[config.mk]
export PLATFORM = sky130hd
export DESIGN_NAME = traffic_sink
export DESIGN_NICKNAME = d
export VERILOG_FILES = /design/src/rtl/traffic_sink.sv
export SDC_FILE = /design/constraint.sdc
export NUM_CORES = 1
export LEC_CHECK = 0
export BUFFER_PORTS_ARGS = -buffer_cell sky130_fd_sc_hd__buf_2
export CELL_PAD_IN_SITES_DETAIL_PLACEMENT = 1
export CELL_PAD_IN_SITES_GLOBAL_PLACEMENT = 2
export CORE_AREA = 2 2 230 141
export CTS_CLUSTER_SIZE = 24
export DETAILED_ROUTE_END_ITERATION = 7
export DIE_AREA = 0 0 232 143
export PLACE_DENSITY_LB_ADDON = 0.1
export SETUP_SLACK_MARGIN = 0.5
export SYNTH_ARGS = -nofsm -noshare
export SYNTH_HDL_FRONTEND = slang
export SYNTH_SLANG_ARGS = --single-unit
export TNS_END_PERCENT = 30
[constraint.sdc]
create_clock -name clk -period 4.1 [get_ports clk]
set_input_delay 0.82 -clock clk [delete_from_list [all_inputs] [get_ports clk]]
set_output_delay 0.82 -clock clk [all_outputs]
set_load 0.03 [all_outputs]
[src/rtl/traffic_sink.sv]
// traffic_sink: terminates ejected packets, checks HEAD/BODY/TAIL framing and destination,
// and accumulates end-to-end latency statistics from the TAIL timestamp.
package traffic_pkg;
  localparam int FLIT_SIZE = 35;
  typedef enum logic [1:0] {NONE_FLIT, HEAD_FLIT, BODY_FLIT, TAIL_FLIT} flit_type_t;
  typedef logic [FLIT_SIZE-1:0] FLIT_t;
  typedef struct packed {
    logic       valid;
    flit_type_t flit_type;
    logic [3:0] xaddr;
    logic [3:0] yaddr;
    logic [23:0] rsvd;
  } head_t;
  typedef struct packed {
    logic [3:0] xaddr;
    logic [3:0] yaddr;
  } ROUTER_CONFIG;
endpackage

module traffic_sink
  import traffic_pkg::*;
#(
  parameter int           BODY_COUNT  = 2,
  parameter ROUTER_CONFIG router_conf = '{xaddr: 4'd0, yaddr: 4'd0},
  parameter int           TIMEOUT     = 64,
  parameter bit           CHECK_ADDR  = 1'b1
) (
  input  logic        clk,
  input  logic        reset_n,
  input  logic        i_start,
  input  FLIT_t       i_flit,
  input  logic        i_rec_req,
  output logic        o_rec_ack,
  output logic        o_pkt_done,
  output logic        o_err,
  output logic [2:0]  o_err_code,
  output logic [31:0] o_pkt_count,
  output logic [15:0] o_err_count,
  output logic [15:0] o_lat_last,
  output logic [15:0] o_lat_min,
  output logic [15:0] o_lat_max,
  output logic [31:0] o_lat_sum
);
  localparam int TW = $clog2(TIMEOUT + 1);
  typedef enum logic [2:0] {IDLE, WAIT_HEAD, BODY, WAIT_TAIL, FLUSH} state_t;

  state_t        state_q, nxt;
  logic          ack_q, done_q, err_q;
  logic [2:0]    err_code_q, code;
  logic [31:0]   pkt_count_q, lat_sum_q;
  logic [15:0]   err_count_q, lat_last_q, lat_min_q, lat_max_q, ts_q, lat;
  logic [7:0]    cnt_q;
  logic [TW-1:0] bub_q, bub_nx;
  logic [32:0]   sum_nx;
  logic          valid, addr_ok, tmo, acc, unused_bits;
  flit_type_t    ftype;
  head_t         hd;

  assign hd          = head_t'(i_flit);
  assign valid       = hd.valid;
  assign ftype       = hd.flit_type;
  assign addr_ok     = !CHECK_ADDR || (hd.xaddr == router_conf.xaddr && hd.yaddr == router_conf.yaddr);
  assign bub_nx      = bub_q + TW'(1);
  assign tmo         = (state_q != IDLE) && !valid && (bub_nx == TW'(TIMEOUT));
  assign lat         = ts_q - i_flit[15:0];
  assign sum_nx      = {1'b0, lat_sum_q} + {17'd0, lat};
  assign unused_bits = ^hd.rsvd[23:16];

  // Error codes override the framing-driven next state; a timeout is only possible on a bubble.
  always_comb begin
    nxt  = state_q;
    code = 3'd0;
    acc  = 1'b0;
    case (state_q)
      IDLE: nxt = (i_start && i_rec_req) ? WAIT_HEAD : IDLE;
      WAIT_HEAD: if (valid) begin
        code = (ftype != HEAD_FLIT) ? 3'd2 : (!addr_ok ? 3'd1 : 3'd0);
        nxt  = BODY;
      end
      BODY: if (valid) begin
        code = (ftype == TAIL_FLIT) ? 3'd3 : (ftype != BODY_FLIT) ? 3'd2 : 3'd0;
        nxt  = (cnt_q + 8'd1 == 8'(BODY_COUNT)) ? WAIT_TAIL : BODY;
      end
      WAIT_TAIL: if (valid) begin
        code = (ftype == BODY_FLIT) ? 3'd3 : (ftype != TAIL_FLIT) ? 3'd2 : 3'd0;
        acc  = (ftype == TAIL_FLIT);
        nxt  = IDLE;
      end
      FLUSH: nxt = ((valid && ftype == TAIL_FLIT) || tmo) ? IDLE : FLUSH;
      default: nxt = IDLE;
    endcase
    if (tmo && state_q != FLUSH) code = 3'd4;
    if (code != 3'd0) nxt = (code == 3'd4) ? IDLE : FLUSH;
  end

  always_ff @(posedge clk or negedge reset_n) begin
    if (!reset_n) begin
      state_q     <= IDLE;
      ts_q        <= '0;
      ack_q       <= 1'b0;
      done_q      <= 1'b0;
      err_q       <= 1'b0;
      err_code_q  <= '0;
      bub_q       <= '0;
      cnt_q       <= '0;
      pkt_count_q <= '0;
      err_count_q <= '0;
      lat_last_q  <= '0;
      lat_min_q   <= 16'hFFFF;
      lat_max_q   <= '0;
      lat_sum_q   <= '0;
    end else begin
      ts_q    <= ts_q + 16'd1;
      state_q <= nxt;
      ack_q   <= (nxt != IDLE);
      bub_q   <= (state_q == IDLE || valid) ? '0 : bub_nx;
      cnt_q   <= (state_q == WAIT_HEAD) ? 8'd0 :
                 (state_q == BODY && valid && ftype == BODY_FLIT) ? cnt_q + 8'd1 : cnt_q;
      done_q  <= acc;
      err_q   <= (code != 3'd0);
      if (code != 3'd0) begin
        err_code_q  <= code;
        err_count_q <= (err_count_q == 16'hFFFF) ? err_count_q : err_count_q + 16'd1;
      end
      if (acc) begin
        lat_last_q  <= lat;
        lat_min_q   <= (lat < lat_min_q) ? lat : lat_min_q;
        lat_max_q   <= (lat > lat_max_q) ? lat : lat_max_q;
        lat_sum_q   <= sum_nx[32] ? 32'hFFFF_FFFF : sum_nx[31:0];
        pkt_count_q <= pkt_count_q + 32'd1;
      end
    end
  end

  assign o_rec_ack   = ack_q;
  assign o_pkt_done  = done_q;
  assign o_err       = err_q;
  assign o_err_code  = err_code_q;
  assign o_pkt_count = pkt_count_q;
  assign o_err_count = err_count_q;
  assign o_lat_last  = lat_last_q;
  assign o_lat_min   = lat_min_q;
  assign o_lat_max   = lat_max_q;
  assign o_lat_sum   = lat_sum_q;
endmodule

==> impl_metrics.yaml <==
run_status:
  status: "finished clean"
power_and_ir_drop:
  internal_power_mw: 4.031
  pwr-share-seq_pct: 32.5
  clock_power_share_pct: 26.1
  ir_drop_v: 0.0003694
  total_power_mw: 6.639
  power_leakage_nw: 6.582
  p_sw_share_pct: 39.28
  power.switching_mw: 2.608
  power_per_cell_area_nw_per_um2: 491.9
  power_frac_comb_pct: 41.4
timing:
  setup_slack_ns: 0.02547
  tightest_slew_ns: 1.096
  period_needed_ns: 4.075
  holdWs_ns: 0.3727
  fin_crit_sh_pct: 99.38
  relSlewSlack_pct: 26.34
  fin_worst_skew_ns: 0.008146
  drv_slew: 0
  hold_viol: 0
  rsz0062_at_grt: "yes"
  setup-violations-final: 0
  setup-tns-final_ns: 0
  fmax_ghz: 0.2454
yosys:
  yosys_warnings: 0
  ys_async_sr_fraction_pct: 100.0
  synth_ff_type: "dfrtp_1"
  synth_compound_area_share_pct: 13.24
  synthXorXnorAreaFrac_pct: 8.198
  synthTopCellsByArea: "dfrtp_1 (39%), ha_1 (8.8%), mux2_2 (5.8%)"
  synth_area_per_cell_sq_um: 9.889
  synth_cell_types: 69
  ys_top_cells_by_count: "dfrtp_1 (152), nand2_1 (91), ha_1 (69), nor2_1 (67), xnor2_1 (64)"
  ys_seq_area_share_pct: 42.97
  synth_cells: 994
  synth.cell_area_sq_um: 9829
  synth_top_family_by_area: "simple AND/OR/NAND/NOR gates"
  synth_top_cell_by_area: "dfrtp_1"
  ys_ff_latch: 168
  yosysTopAreaCellShare_pct: 38.70
  yosysMostFrequentCell: "dfrtp_1"
  syn_nets: 1104
  synth_adder_area_share_pct: 9.190
  synth_edf_count: 0
  synth_mux_area_share_pct: 6.046
  synth-simple-area-share_pct: 16.99
clocking:
  hold_buffers: 0
  clk_path_buf_depth: 2
  htree_levels: 4
  clock_sinks: 168
  path_clk_slew_ns: 0.07
  cts_tree: "yes"
  cts.root.buffer_cell: "clkbuf_16"
  numCtsBuffers: 17
  clkLatencyLatePin_ns: 0.45
route:
  vias: 8555
  routed_wl_um: 31260
  wl_per_cell_um: 18.11
  drc: 0
  dr.first_iter.drc_count: 312
  ant_nets: 0
  first_pass_iters: 6
  vias_per_cell: 4.957
global_routing:
  gr-total-overflow: 0
  grt_util_all_layers_pct: 19.19
  grt_max_degree: 73
  grt_pass1_vias: 8444
  grt_pass1_wl_um: 48910
  antenna_found_initial: 0
finish:
  fillCellCount: 3502
  final_cells: 1726
  fin_nets: 1407
  layout-drive-gt1-share_pct: 36.79
  n_antenna_cell: 0
  final_util_pct: 43.58
  finalInstanceArea_sq_um: 13500
  area_growth_pct: 37.30
job:
  max-cap-violations: 0
floorplan:
  placementRows: 50
  die-height_um: 143
  dieArea_sq_um: 33180
  die_x_um: 232
  start_util_pct: 31.74
  core_sq_um: 30970
  pin_count: 173
placement:
  dp_cells: 1685
  dp_hpwl_um: 23810
  port_buffers: 164
  pre_cts_ws_ns: -0.6218
  place.gp.congestion: 0.8100
  dpl-instance-area_sq_um: 12340
worst_hold_path:
  hold_path_class: "primary input to async pin"
setup_path:
  startpoint_type: "primary input"
  critPathRequiredTime_ns: 4.43
  end_kind: "flop"
  criticalPathCategory: "primary input to flop"
  critPathArrivalTime_ns: 4.40
  cp_max_fo: 6
## metal layers
layer / vias to the layer above / global-route usage (%) / wire, um / part of all wire, %
met5: - / 0 / 0 / 0
met4: 0 / 4.285 / 231 / 0.74
met3: 15 / 4.732 / 1233 / 3.9
met2: 112 / 27.31 / 13150 / 42
met1: 4261 / 28.91 / 16640 / 53
li1: 4167 / - / - / -
## critical path, stage by stage
cell,delay (ns)
buf_2,0.08
inv_2,0.04
ha_1,0.27
nor2b_4,0.13
buf_4,0.13
o31ai_4,0.31
a21oi_4,0.14
or4b_4,0.55
o211a_4,0.21
ha_1,0.33
nand2_2,0.08
nor4_4,0.27
o21a_1,0.23
o31ai_4,0.10
a21oi_4,0.18
buf_6,0.17
mux2_2,0.33
## cells by family (layout without fill, tap and decap cells)
family,count (synthesis),count (layout)
buffers and inverters,86,402
xor gates and xnor gates,92,92
adders and majority gates,71,71
DFF,168,168
muxes,53,53
AOI/OAI and AO/OA,191,191
and+or+nand+nor,333,333
## sequential cells by signal, indices dropped and copies added (netlist names)
signal       flops
o_rec_ack        1
o_lat_sum       32
cnt_q            8
ts_q            16
o_pkt_count     32
o_lat_min       16
state_q          3
bub_q            7
o_lat_last      16
o_err_count     16
o_err            1
o_err_code       3
o_pkt_done       1
o_lat_max       16
## power by group through the flow
stage	combinational (mW)	sequential [mW]	clock, mW
after floorplan	1.17	2.53	0
after global placement	2.50	2.17	0
after detailed placement	2.54	2.19	0
after CTS	2.57	2.16	1.80
after global routing	3.01	2.20	1.86
final	2.75	2.16	1.73
## path summary, 6_finish.rpt
| kind | end | start | slack (ns) | cells past startpoint |
|---|---|---|---|---|
| max in group asynchronous | o_lat_sum[26] | reset_n | 2.87 | 2 |
| worst min-delay path | o_err_code[2] | reset_n | 0.37 | 1 |
| worst min register to register | ts_q[0] | ts_q[0] | 0.47 | 1 |
| worst max register to register | o_lat_max[13] | ts_q[0] | 0.03 | 17 |
| worst max-delay path | o_lat_max[13] | i_flit[1] | 0.03 | 17 |
| min in group clk | ts_q[0] | ts_q[0] | 0.47 | 1 |
## layout by cell type, fill, tap and decap left out, types with 4 or more instances in the layout
cell,netlist,final
a211o_1,8,8
a211oi_1,7,4
a21o_1,15,15
a21oi_1,37,29
a21oi_2,1,7
a31oi_1,22,13
a31oi_4,0,9
and2_1,11,11
and3_1,22,22
and4_1,9,9
buf_12,0,7
buf_2,6,163
buf_4,0,127
buf_6,0,9
clkbuf_16,0,17
clkinvlp_4,0,5
dfrtp_1,152,152
dfstp_2,16,16
ha_1,69,59
ha_4,0,8
inv_1,63,60
inv_2,1,4
mux2_2,51,38
mux2_4,0,13
nand2_1,91,90
nand2b_1,6,6
nand3_1,51,50
nand4_1,25,25
nor2_1,67,66
nor3_1,16,15
nor4_1,6,5
o211ai_1,8,8
o21a_1,12,11
o21ai_0,39,29
o21ai_1,1,8
or3_1,8,7
xnor2_1,64,61
xor2_1,28,26
## final cells by class
class                      instances  area [sq um]  share of cell area, %
tap                              416         520.5                  3.857
clock inverter                    13         167.7                  1.242
sequential                       168          4224                  31.30
clock buffer                      19         452.9                  3.356
timing repair buffer             306          2011                  14.90
multi-input combinational        740          5879                  43.57
inverter                          64         240.2                  1.780
## timing repair
action | 4_1_cts | 5_1_grt
setup buffers | 5 | 4
resized for setup | 20 | 59
pin swaps | 1 | 30
endpoints found under the setup margin | 64 | 64
Note: power is estimated with default switching activity, not from simulation.
